$ cat config.mk
export PLATFORM = sky130hd
export DESIGN_NAME = uart_rx_param
export DESIGN_NICKNAME = d
export VERILOG_FILES = /design/src/rtl/uart_rx_param.sv
export SDC_FILE = /design/constraint.sdc
export NUM_CORES = 1
export LEC_CHECK = 0
export CORE_MARGIN = 2
export CORE_UTILIZATION = 46
export DETAILED_ROUTE_END_ITERATION = 16
export GPL_ROUTABILITY_DRIVEN = 1
export PLACE_DENSITY = 0.7
export SYNTH_ARGS = -nofsm -noshare
export SYNTH_HDL_FRONTEND = slang
export SYNTH_SLANG_ARGS = --single-unit
$ cat constraint.sdc
create_clock -name clock -period 2.85 [get_ports clock]
set_input_delay 0.57 -clock clock [delete_from_list [all_inputs] [get_ports clock]]
set_output_delay 0.57 -clock clock [all_outputs]
set_load 0.1 [all_outputs]
$ cat src/rtl/uart_rx_param.sv
// uart_rx_param: parameterised UART receiver producing a valid/ready word stream with error pulses.
// Define UART_RX_FIFO_EN to replace the single holding register with a FIFO_DEPTH-entry FIFO.
module uart_rx_param #(
   parameter int CLKS_PER_BIT = 10417,
   parameter int DATA_BITS    = 8,
   parameter int PARITY_MODE  = 0,
   parameter int STOP_BITS    = 1,
   parameter int FIFO_DEPTH   = 4
) (
   input  logic                 clock,
   input  logic                 reset_n,
   input  logic                 uart_rx,
   output logic [DATA_BITS-1:0] rx_data,
   output logic                 rx_par_err,
   output logic                 rx_valid,
   input  logic                 rx_ready,
   output logic                 frame_err,
   output logic                 overrun,
   output logic                 busy
);
   localparam int CW = $clog2(CLKS_PER_BIT);
   localparam int IW = $clog2(DATA_BITS + 1);
   localparam logic [CW-1:0] CNT_LAST      = CW'(CLKS_PER_BIT - 1);
   localparam logic [CW-1:0] CNT_HALF      = CW'((CLKS_PER_BIT - 1) / 2);
   localparam logic [IW-1:0] IDX_LAST_DATA = IW'(DATA_BITS - 1);
   localparam logic [IW-1:0] IDX_LAST_STOP = IW'(STOP_BITS - 1);

   typedef enum logic [2:0] {
      ST_IDLE   = 3'd0,
      ST_START  = 3'd1,
      ST_DATA   = 3'd2,
      ST_PARITY = 3'd3,
      ST_STOP   = 3'd4,
      ST_BREAK  = 3'd5
   } state_t;

   generate
      if (CLKS_PER_BIT < 4 || DATA_BITS < 5 || DATA_BITS > 9 || PARITY_MODE < 0 || PARITY_MODE > 2 ||
          STOP_BITS < 1 || STOP_BITS > 2 || FIFO_DEPTH < 2 || (FIFO_DEPTH & (FIFO_DEPTH - 1)) != 0)
      begin : g_bad_param
         $error("uart_rx_param: illegal parameter value");
      end
   endgenerate

   function automatic logic calc_par_err(input logic [DATA_BITS-1:0] data, input logic par_bit);
      calc_par_err = ((^data) ^ par_bit) != (PARITY_MODE == 2);
   endfunction

   logic                 sync_r, line_r;
   state_t               state_r, state_nxt;
   logic [CW-1:0]        cnt_r, cnt_nxt;
   logic [IW-1:0]        idx_r, idx_nxt;
   logic [DATA_BITS-1:0] shift_r, shift_nxt;
   logic                 perr_r, perr_nxt;
   logic                 deliver_r, deliver_nxt;
   logic                 ferr_r, ferr_nxt;
   logic                 busy_r;
   logic                 sample_s;

   // two-flop synchroniser for the asynchronous serial line
   always_ff @(posedge clock or negedge reset_n) begin
      if (!reset_n) begin
         sync_r <= 1'b1;
         line_r <= 1'b1;
      end else begin
         sync_r <= uart_rx;
         line_r <= sync_r;
      end
   end

   // frame FSM: next state, counters and shift register
   always_comb begin
      state_nxt   = state_r;
      cnt_nxt     = cnt_r;
      idx_nxt     = idx_r;
      shift_nxt   = shift_r;
      perr_nxt    = perr_r;
      deliver_nxt = 1'b0;
      ferr_nxt    = 1'b0;
      sample_s    = (cnt_r == CNT_LAST);
      case (state_r)
         ST_IDLE: begin
            cnt_nxt = '0;
            idx_nxt = '0;
            if (!line_r) state_nxt = ST_START;
            else         state_nxt = ST_IDLE;
         end
         ST_START: begin
            if (cnt_r == CNT_HALF) begin
               cnt_nxt = '0;
               if (!line_r) begin
                  state_nxt = ST_DATA;
                  idx_nxt   = '0;
                  perr_nxt  = 1'b0;
               end else begin
                  state_nxt = ST_IDLE;
               end
            end else begin
               cnt_nxt = cnt_r + CW'(1'b1);
            end
         end
         ST_DATA: begin
            if (sample_s) begin
               cnt_nxt   = '0;
               // shifting in at the MSB leaves the first wire bit in bit 0 once the word is complete
               shift_nxt = {line_r, shift_r[DATA_BITS-1:1]};
               if (idx_r == IDX_LAST_DATA) begin
                  idx_nxt   = '0;
                  state_nxt = (PARITY_MODE != 0) ? ST_PARITY : ST_STOP;
               end else begin
                  idx_nxt = idx_r + IW'(1'b1);
               end
            end else begin
               cnt_nxt = cnt_r + CW'(1'b1);
            end
         end
         ST_PARITY: begin
            if (sample_s) begin
               cnt_nxt   = '0;
               idx_nxt   = '0;
               perr_nxt  = calc_par_err(shift_r, line_r);
               state_nxt = ST_STOP;
            end else begin
               cnt_nxt = cnt_r + CW'(1'b1);
            end
         end
         ST_STOP: begin
            if (sample_s) begin
               cnt_nxt = '0;
               if (!line_r) begin
                  ferr_nxt  = 1'b1;
                  state_nxt = ST_BREAK;
               end else if (idx_r == IDX_LAST_STOP) begin
                  deliver_nxt = 1'b1;
                  state_nxt   = ST_IDLE;
               end else begin
                  idx_nxt = idx_r + IW'(1'b1);
               end
            end else begin
               cnt_nxt = cnt_r + CW'(1'b1);
            end
         end
         ST_BREAK: begin
            cnt_nxt = '0;
            idx_nxt = '0;
            if (line_r) state_nxt = ST_IDLE;
            else        state_nxt = ST_BREAK;
         end
         default: begin
            state_nxt = ST_IDLE;
            cnt_nxt   = '0;
            idx_nxt   = '0;
         end
      endcase
   end

   // frame FSM state register
   always_ff @(posedge clock or negedge reset_n) begin
      if (!reset_n) begin
         state_r   <= ST_IDLE;
         cnt_r     <= '0;
         idx_r     <= '0;
         shift_r   <= '0;
         perr_r    <= 1'b0;
         deliver_r <= 1'b0;
         ferr_r    <= 1'b0;
         busy_r    <= 1'b0;
      end else begin
         state_r   <= state_nxt;
         cnt_r     <= cnt_nxt;
         idx_r     <= idx_nxt;
         shift_r   <= shift_nxt;
         perr_r    <= perr_nxt;
         deliver_r <= deliver_nxt;
         ferr_r    <= ferr_nxt;
         busy_r    <= (state_nxt != ST_IDLE);
      end
   end

   assign frame_err = ferr_r;
   assign busy      = busy_r;

   logic [DATA_BITS-1:0] data_r;
   logic                 out_perr_r;
   logic                 valid_r;
   logic                 ovr_r;
   logic                 pop_s;

   assign pop_s = valid_r & rx_ready;

`ifdef UART_RX_FIFO_EN
   localparam int AW = $clog2(FIFO_DEPTH);

   logic [DATA_BITS:0] mem_r [FIFO_DEPTH];
   logic [AW:0]        wr_ptr_r, rd_ptr_r, wr_nxt_s, rd_nxt_s;
   logic               full_s, push_s;
   logic [DATA_BITS:0] new_s, head_s;

   assign new_s    = {perr_r, shift_r};
   assign full_s   = (wr_ptr_r[AW] != rd_ptr_r[AW]) && (wr_ptr_r[AW-1:0] == rd_ptr_r[AW-1:0]);
   assign push_s   = deliver_r & (~full_s | pop_s);
   assign wr_nxt_s = push_s ? (wr_ptr_r + (AW+1)'(1'b1)) : wr_ptr_r;
   assign rd_nxt_s = pop_s  ? (rd_ptr_r + (AW+1)'(1'b1)) : rd_ptr_r;
   // a word pushed into an empty FIFO is forwarded straight to the output register
   assign head_s   = (push_s && (rd_nxt_s == wr_ptr_r)) ? new_s : mem_r[rd_nxt_s[AW-1:0]];

   // FIFO storage, pointers and registered head entry
   always_ff @(posedge clock or negedge reset_n) begin
      if (!reset_n) begin
         for (int i = 0; i < FIFO_DEPTH; i++) mem_r[i] <= '0;
         wr_ptr_r   <= '0;
         rd_ptr_r   <= '0;
         data_r     <= '0;
         out_perr_r <= 1'b0;
         valid_r    <= 1'b0;
         ovr_r      <= 1'b0;
      end else begin
         if (push_s) mem_r[wr_ptr_r[AW-1:0]] <= new_s;
         wr_ptr_r <= wr_nxt_s;
         rd_ptr_r <= rd_nxt_s;
         valid_r  <= (wr_nxt_s != rd_nxt_s);
         ovr_r    <= deliver_r & full_s & ~pop_s;
         if (wr_nxt_s != rd_nxt_s) begin
            data_r     <= head_s[DATA_BITS-1:0];
            out_perr_r <= head_s[DATA_BITS];
         end
      end
   end
`else
   // single holding register behind rx_valid
   always_ff @(posedge clock or negedge reset_n) begin
      if (!reset_n) begin
         data_r     <= '0;
         out_perr_r <= 1'b0;
         valid_r    <= 1'b0;
         ovr_r      <= 1'b0;
      end else begin
         ovr_r <= 1'b0;
         if (deliver_r && (!valid_r || pop_s)) begin
            data_r     <= shift_r;
            out_perr_r <= perr_r;
            valid_r    <= 1'b1;
         end else if (deliver_r) begin
            ovr_r <= 1'b1;
         end else if (pop_s) begin
            valid_r <= 1'b0;
         end
      end
   end
`endif

   assign rx_data    = data_r;
   assign rx_par_err = out_perr_r;
   assign rx_valid   = valid_r;
   assign overrun    = ovr_r;

endmodule

# Yosys cells after proc, flatten, opt, wreduce, memory -nomap -nowiden
# Index checks and enable logic that the tools add are counted.
# word_totals
ff_bits,46
input_bits,4
output_inout_bits,13
word_cells,87
# op_classes
n_addsub,2
n_eq_ne,16
n_mux,39
bitwise_logic,2
reduce_logical,14
# ops
op,count
4-bit two-way mux,8
14-bit two-way mux,2
14-bit one-hot mux with 2 select lines,1
3-bit two-way mux,8
3-bit one-hot mux with 6 select lines,1
1-bit two-way mux,16
4-bit one-hot mux with 4 select lines,1
14-bit by 1-bit adder with 14-bit output (second input constant),1
14-bit by 13-bit == test with 1-bit output (second input constant),1
14-bit == test (second input constant),1
2-bit inequality test (second input constant),7
8-bit XOR reduction,1
7-bit AND reduction,1
3-bit by 2-bit == test with 1-bit output (second input constant),2
3-bit == test (second input constant),2
4-bit by 1-bit adder with 4-bit output (second input constant),1
4-bit by 3-bit == test with 1-bit output (second input constant),1
4-bit logical NOT,1
2-bit AND reduction,2
4-bit AND reduction,1
2-bit nonzero test,2
3-bit by 1-bit == test with 1-bit output (second input constant),1
3-bit logical NOT,1
3-bit nonzero test,1
other kinds (9),9

# Longest topological paths before layout
# Gate-level depths: netlist of run 1.
# logic_depth
word_depth,6
depth_mapped,8
mapped_depth_nobuf,7

# Worst setup path before layout of run 1
# Ideal clock, no wire load.
# synth_timing
path_type,register to register
startpoint,"reg valid_r, in the netlist rx_valid"
endpoint,"reg data_r[0], in the netlist rx_data[0]"
setup_ns,0.126
arrival_ns,1.717
required_time_ns,2.724
setup_slack_ns,1.007
stages_incl_launch_ff,4
n_path_buf,0
period_less_slack_ns,1.843
path_cell_list,dfrtp_1 nand2b_1 nand2_1 mux2_2
# synth_via
elab_chain_cells,3
elab_cells_between_ends,4
cone_classes,bitwise (1); reduce/logical (3)
# synth_rtl
item,line_no,source
from (decl),185,logic valid_r;
from (signal assigned),235,valid_r <= 1'b0;
from (signal assigned),242,valid_r <= 1'b1;
from (signal assigned),246,valid_r <= 1'b0;
1-bit bitwise AND / 1-bit logical NOT (equally long branches),"189, 239",
1-bit logical OR *,239,if (deliver_r && (!valid_r || pop_s)) begin
1-bit logical AND *,239,
to (signal assigned),240,data_r <= shift_r;
to (decl),183,logic [DATA_BITS-1:0] data_r;
# Every way passes the cells marked *; elsewhere a longest branch is shown, timed or not.
# A chain may end at the register's enable or synchronous reset.

# Worst setup path after layout of run 1
# layout_timing
startpoint,reg cnt_r[0]
endpoint,reg cnt_r[4]
# layout_via
elab_chain_cells,3
elab_cells_between_ends,6
cone_classes,add/sub (1); eq/ne (2); mux (3)
# layout_rtl
item,line_no,source
from (decl),51,"logic [CW-1:0] cnt_r, cnt_nxt;"
from (signal assigned),170,cnt_r <= cnt_nxt;
14-bit by 1-bit adder with 14-bit output (tied with other cells),-,
14-bit two-way mux (on tied branches),-,
14-bit one-hot mux with 2 select lines *,81,case (state_r)
via cnt_nxt[4],51,
# Mark *: on every way through the listed nets, which the timed path passes. The rest lies on a longest branch.

==> results of run 1 <==
[worst max-delay path, stage by stage, from the launching register on]
cell and delay (ps):
dfrtp_1 420, inv_1 70, ha_1 130, and3b_1 200, nand4_2 260, a22o_1 300, a22oi_2 500, nor3_1 140
[sequential cells by signal (all words and copies together), names as in the netlist]
register,count
sync_r,1
deliver_r,1
busy,1
state_r,3
perr_r,1
cnt_r,14
line_r,1
rx_data,8
idx_r,4
frame_err,1
overrun,1
rx_valid,1
shift_r,8
rx_par_err,1
[per-layer routing]
layer | GRT usage, % | wire [um] | vias up
li1 | - | - | 735
met1 | 22.87 | 1834 | 709
met2 | 22.92 | 1733 | 25
met3 | 4.115 | 132 | 2
met4 | 4.242 | 16 | 0
met5 | 0 | 0 | -
[power by group through the flow]
| stage | registers, W | clock network (W) | logic, W |
|---|---|---|---|
| final | 0.000657 | 0.000570 | 0.0000187 |
| after global routing | 0.000657 | 0.000618 | 0.0000224 |
| after CTS | 0.000657 | 0.000588 | 0.0000201 |
| after detailed placement | 0.000670 | 0 | 0.0000201 |
| after global placement | 0.000670 | 0 | 0.0000198 |
| after floorplan | 0.000668 | 0 | 0.00000510 |
[cell type report]
type                       instances  area, um^2  share of cell area [%]
tap                               54       67.56                   2.669
sequential                        46        1154                   45.58
clock inverter                     3       68.82                   2.719
clock buffer                       5       68.82                   2.719
inverter                           9       33.78                   1.335
multi-input combinational        141        1016                   40.14
timing repair buffer              16       122.6                   4.844
[stage by stage]
stage	utilization [%]	instances	total power (W)
floorplan	-	200	0.0006730
global placement	51.01	266	0.0006894
detailed placement	51.01	266	0.0006896
CTS	53.95	274	0.001265
global route	53.95	274	0.001298
finish	53.95	274	0.001246
[cell families (layout without fill, tap and decap cells)]
logic type	count (synthesis)	in the layout	synth area share, %
simple gates	76	76	18.62
flops	46	46	51.86
compound gates	23	23	7.818
xor+xnor	19	19	7.480
mux	19	19	9.505
buf+inv	13	33	2.475
fa+ha+maj	4	4	2.250
[cell usage in the layout, fill, tap and decap left out, drive strengths merged, types with 4 or more instances in the layout]
cell type   n
nand4       4
nand3       5
ha          4
mux2       17
dfrtp      44
nor2       26
nand2      14
xnor2      13
nand2b      5
clkbuf      5
buf        14
inv         9
nor3        5
and4bb      4
xor2        6
[path summary, 6_finish.rpt]
| kind | end | slack (ps) | cells after the start |
|---|---|---|---|
| worst max register to register | cnt_r[4] | 690 | 7 |
| worst max-delay path | cnt_r[4] | 690 | 7 |
| max in group asynchronous | cnt_r[4] | 1800 | 1 |
| worst min-delay path | line_r | 360 | 0 |
| worst min register to register | line_r | 360 | 0 |
| min in group asynchronous | rx_data[3] | 440 | 1 |
==> summary.md, run 1 <==
| Metric | Value |
|---|---|
| Period utilization | `75.80%` |
| Critical path arrival | `2310 ps` |
| Most numerous cell in the Yosys netlist | `dfrtp_1` |
| Total number of vias | `1471` |
| Wirelength per Cell | `13.56 um` |
| DR pass1 iterations | `4` |
| Hold path start | `sync_r` |
| Resize count post-CTS | `0` |
| # clock sinks | `46` |
| Top cells by count, synth | `44 x dfrtp_1, 26 x nor2_1, 17 x mux2_2` |
| Area fraction of the dominant cell type after synthesis | `49.49%` |
| # hold bufs at CTS | `0` |
| Avg Vias per Cell | `5.369` |
| Largest net degree at the start of global routing | `47` |
| # Max-Cap Violations | `0` |
| Syn nets | `208` |
| Top-Level Pins | `17` |
| Chip Height | `73.54 um` |
| Minimum clock period | `2160 ps` |
| Die area | `5408 um^2` |
| Final Cell Area | `2531 um^2` |
| Sequential Power Share | `52.7%` |
| Psw | `0.0002348 W` |
| 1st-iter DRT viols | `84` |
| Post-CTS setup buffers | `0` |
| Initial antenna violation count | `0` |
| Clock network fraction of total power | `45.8%` |
| Mapped Cells | `200` |
| Placed Instance Area | `2394 um^2` |
| Pins Over Slew Limit | `0` |
| Synthesis Warnings | `0` |
| Core Footprint | `4692 um^2` |
| CP Data Required Time | `3000 ps` |
| Worst slew pin tran | `997.5 ps` |
| Unique masters post-synth | `44` |
| First-pass GRT wire length | `6486 um` |
| Post-synth ARST share | `100.0%` |
| Critical Path Start | `cnt_r[0]` |
| TritonCTS clock tree | `built` |
| Layout fillers | `418` |
| Switching part of the total | `18.85%` |
| Tot GR Track Use | `15.61%` |
| Reg-to-reg startpoint | `cnt_r[0]` |
| Post-route ant nets | `0` |
| Fin worst setup slack | `689.8 ps` |
| Clock Path Buffers | `2` |
| Fin nets | `227` |
| Final setup fails | `0` |
| Port Buf Inserts | `16` |
| Diodes inserted | `0` |
| Most used DFF post-synth | `dfrtp_1` |
| Combinational Power Share | `1.5%` |
| Residual DRC count | `0` |
| FMAX | `0.4629 GHz` |
| Row Count | `25` |
| Clock root cell | `clkbuf_8` |
| Cell taking the most area after synthesis | `dfrtp_1` |
| GRT Residual Overflow | `0` |
| Vias in the first global route | `1369` |
| Die X-Extent | `73.54 um` |
| Leak | `1.229 nW` |
| Mean area per synthesized cell | `11.12 um^2` |
| DP HPWL | `2602 um` |
| Total Wirelength | `3716 um` |
| Layout cells sized above 1 | `22.27%` |
| Unrepaired setup endpoints after global routing | `false` |
| Crit Path Max Fanout | `14` |
| Gpl congestion | `0.8268` |
| Startpoint types | `register` |
| DP Worst Slack | `688.8 ps` |
| Initial Utilization | `47.41%` |
| EDFF count, synth | `0` |
| Worst-skew pair later-pin latency | `290 ps` |
| Worst Skew | `3.883 ps` |
| Power Density | `492.1 nW/um^2` |
| Worst Hold Class | `register to register` |
| Total CTS buffers | `5` |
| Yosys reg bits | `46` |
| Crit end category | `register` |
| Netlist Area Pre-Place | `2225 um^2` |
| Area Overhead vs Synth | `13.78%` |
| Clock-pin slew on the worst setup and hold paths | `80 ps` |
| CTS HTree Levels | `2` |
| TNS Setup | `0 ps` |
| Worst Setup Path Type | `register to register` |
| Hold Slack | `359.2 ps` |
| Worst IR Drop VDD | `0.0002739 V` |
| Outcome | `completed` |
| Top cells by area, synth | `dfrtp_1 49%, mux2_2 8.6%, xnor2_1 5.1%` |
| Slew headroom | `33.50%` |
| Internal power | `0.001011 W` |
| Sequential fraction of the synthesis area | `51.86%` |
| Fin. Hold Viols | `0` |
No activity file was read; power rests on OpenSTA's default activity.
==> run 2, diff against run 1 <==
Clock period 2.85 ns to 2.02 ns, I/O delays scaled along.
==> run 2 against run 1 <==
  * Register-to-register slack worse by 590 ps
  * Final cell count is 4.7% higher
  * Sequential share of layout area is 1.3 points lower
==> summary.md, run 2 (synthesis gave the netlist of run 1 again) <==
| Metric | Value |
|---|---|
| CP Data Required Time | `2200 ps` |
| FMAX | `0.5209 GHz` |
| R2R setup slack | `100 ps` |
| Min-Delay Endpoint | `line_r` |
| Gpl congestion | `0.8971` |
| Leak | `1.281 nW` |
| Highest-count cells in the layout ignoring fill and taps | `44 x dfrtp_1, 26 x nor2_1, 25 x buf_4` |
| Worst reg2reg path depth | `7` |
| # Max-Cap Violations | `0` |
| Residual DRC count | `0` |
| Area Overhead vs Synth | `17.15%` |
| Avg Vias per Cell | `5.310` |
| Minimum clock period | `1920 ps` |
| Die area | `5408 um^2` |
| First-pass GRT wire length | `6561 um` |
| DP HPWL | `2851 um` |
| DR pass1 iterations | `4` |
| Final setup fails | `0` |
| Placed Instance Area | `2476 um^2` |
| Clock root cell | `clkbuf_8` |
| Worst Setup Path Type | `register to register` |
| Row Count | `25` |
| Pins Over Slew Limit | `0` |
| Largest net degree at the start of global routing | `19` |
| Final Cell Area | `2606 um^2` |
| Total Power | `0.001566 W` |
| Total CTS buffers | `5` |
| 1st-iter DRT viols | `58` |
| Fin nets | `240` |
| Initial antenna violation count | `0` |
| Power Density | `601.0 nW/um^2` |
| Hold path start | `sync_r` |
| GRT Residual Overflow | `0` |
| Die X-Extent | `73.54 um` |
| Worst Hold Class | `register to register` |
| TritonCTS clock tree | `built` |
| Total Wirelength | `3797 um` |
| Top-Level Pins | `17` |
| # clock sinks | `46` |
| Total number of vias | `1524` |
| Top reg by flops | `cnt_r` |
| Slew headroom | `74.81%` |
| Core Footprint | `4692 um^2` |
| Final core occ | `55.55%` |
| CTS HTree Levels | `2` |
| Chip Height | `73.54 um` |
| Layout cells sized above 1 | `27.04%` |
| Worst slew pin tran | `377.9 ps` |
| Worst Skew | `7.483 ps` |
| Crit end category | `register` |
| Crit Path Max Fanout | `5` |
| Multi-input gate area | `1023 um^2` |
| Critical path arrival | `2100 ps` |
| Clock Path Buffers | `2` |
| Vias in the first global route | `1481` |
| Tot GR Track Use | `15.53%` |
| Storage element area | `1154 um^2` |
| Worst IR Drop VDD | `0.0002940 V` |
| Worst Hold Depth | `0` |
| Startpoint types | `register` |
| Initial Utilization | `47.41%` |
| Clock-pin slew on the worst setup and hold paths | `80 ps` |
| Commonest non-fill, non-tap cell in the layout | `dfrtp_1` |
| Diodes inserted | `0` |
| Reg-to-reg startpoint | `cnt_r[0]` |
| Non-filler instance count after layout | `287` |
| Period utilization | `95.04%` |
| Outcome | `completed` |
| Wirelength per Cell | `13.23 um` |
| Worst-skew pair later-pin latency | `300 ps` |
| Fin. Hold Viols | `0` |
| Port Buf Inserts | `16` |
| Post-route ant nets | `0` |
| Placed Instances | `277` |
| Layout fillers | `421` |
| Largest register FFs | `14` |
| R2R Path End | `busy` |
run 2: changes by cell type in the layout (fill, tap and decap cells not counted), sizes merged:
cell / previous run / this run
clkbuf: 5 / 7
buf: 14 / 26
bufinv: 2 / 0
dlygate4sd3: 0 / 1
run 2: layout make-up:
class	instances	share of cell area (%)
sequential	46	44.26
clock inverter	1	0.3361
inverter	9	1.296
timing repair buffer	29	8.545
multi-input combinational	141	39.27
tap	54	2.592
clock buffer	7	3.697
run 2: critical path: stages, from the launching register on:
cell	delay, ps
dfrtp_1	410
inv_1	70
ha_1	130
and3b_2	200
nand4_1	210
and3_1	220
a211o_1	230
or3_1	340
run 2: per-layer routing:
| metal | vias to the layer above | track usage (%) | wire [um] |
|---|---|---|---|
| met3 | 4 | 3.704 | 140 |
| met2 | 25 | 25.40 | 1815 |
| li1 | 762 | - | - |
| met4 | 0 | 4.242 | 34 |
| met5 | - | 0 | 0 |
| met1 | 733 | 20.61 | 1807 |
run 2: power breakdown:
part | total (W) | internal [W] | switching [W]
clock network | 0.000607 | 0.000313 | 0.000293
logic | 0.0000342 | 0.0000122 | 0.0000220
registers | 0.000925 | 0.000924 | 0.00000178
run 2: how the worst max path moves through the flow:
stage	startpoint	end	slack [ps]
2_1_floorplan	rx_valid	rx_data[0]	180
3_3_place_gp	cnt_r[0]	busy	120
3_5_place_dp	cnt_r[0]	busy	80
4_1_cts	cnt_r[0]	busy	70
5_1_grt	cnt_r[0]	busy	-0.2
6_report	cnt_r[0]	busy	100
run 2: metrics by stage:
step | hold WS [ps] | worst slack (ps) | setup TNS (ps)
floorplan | 108.4 | 176.9 | 0
finish | 364.0 | 100.1 | 0
detailed placement | 295.0 | 77.25 | 0
global placement | 292.7 | 118.3 | 0
global route | 372.2 | -0.2192 | -0.2192
CTS | 365.2 | 69.48 | 0
run 2: repair_timing:
item | CTS | global route
endpoints found under the hold margin | 11 | 0
gates resized for setup | 0 | 2
hold buffers | 1 | 0
setup endpoints to repair | 0 | 2
buffers inserted | 0 | 1
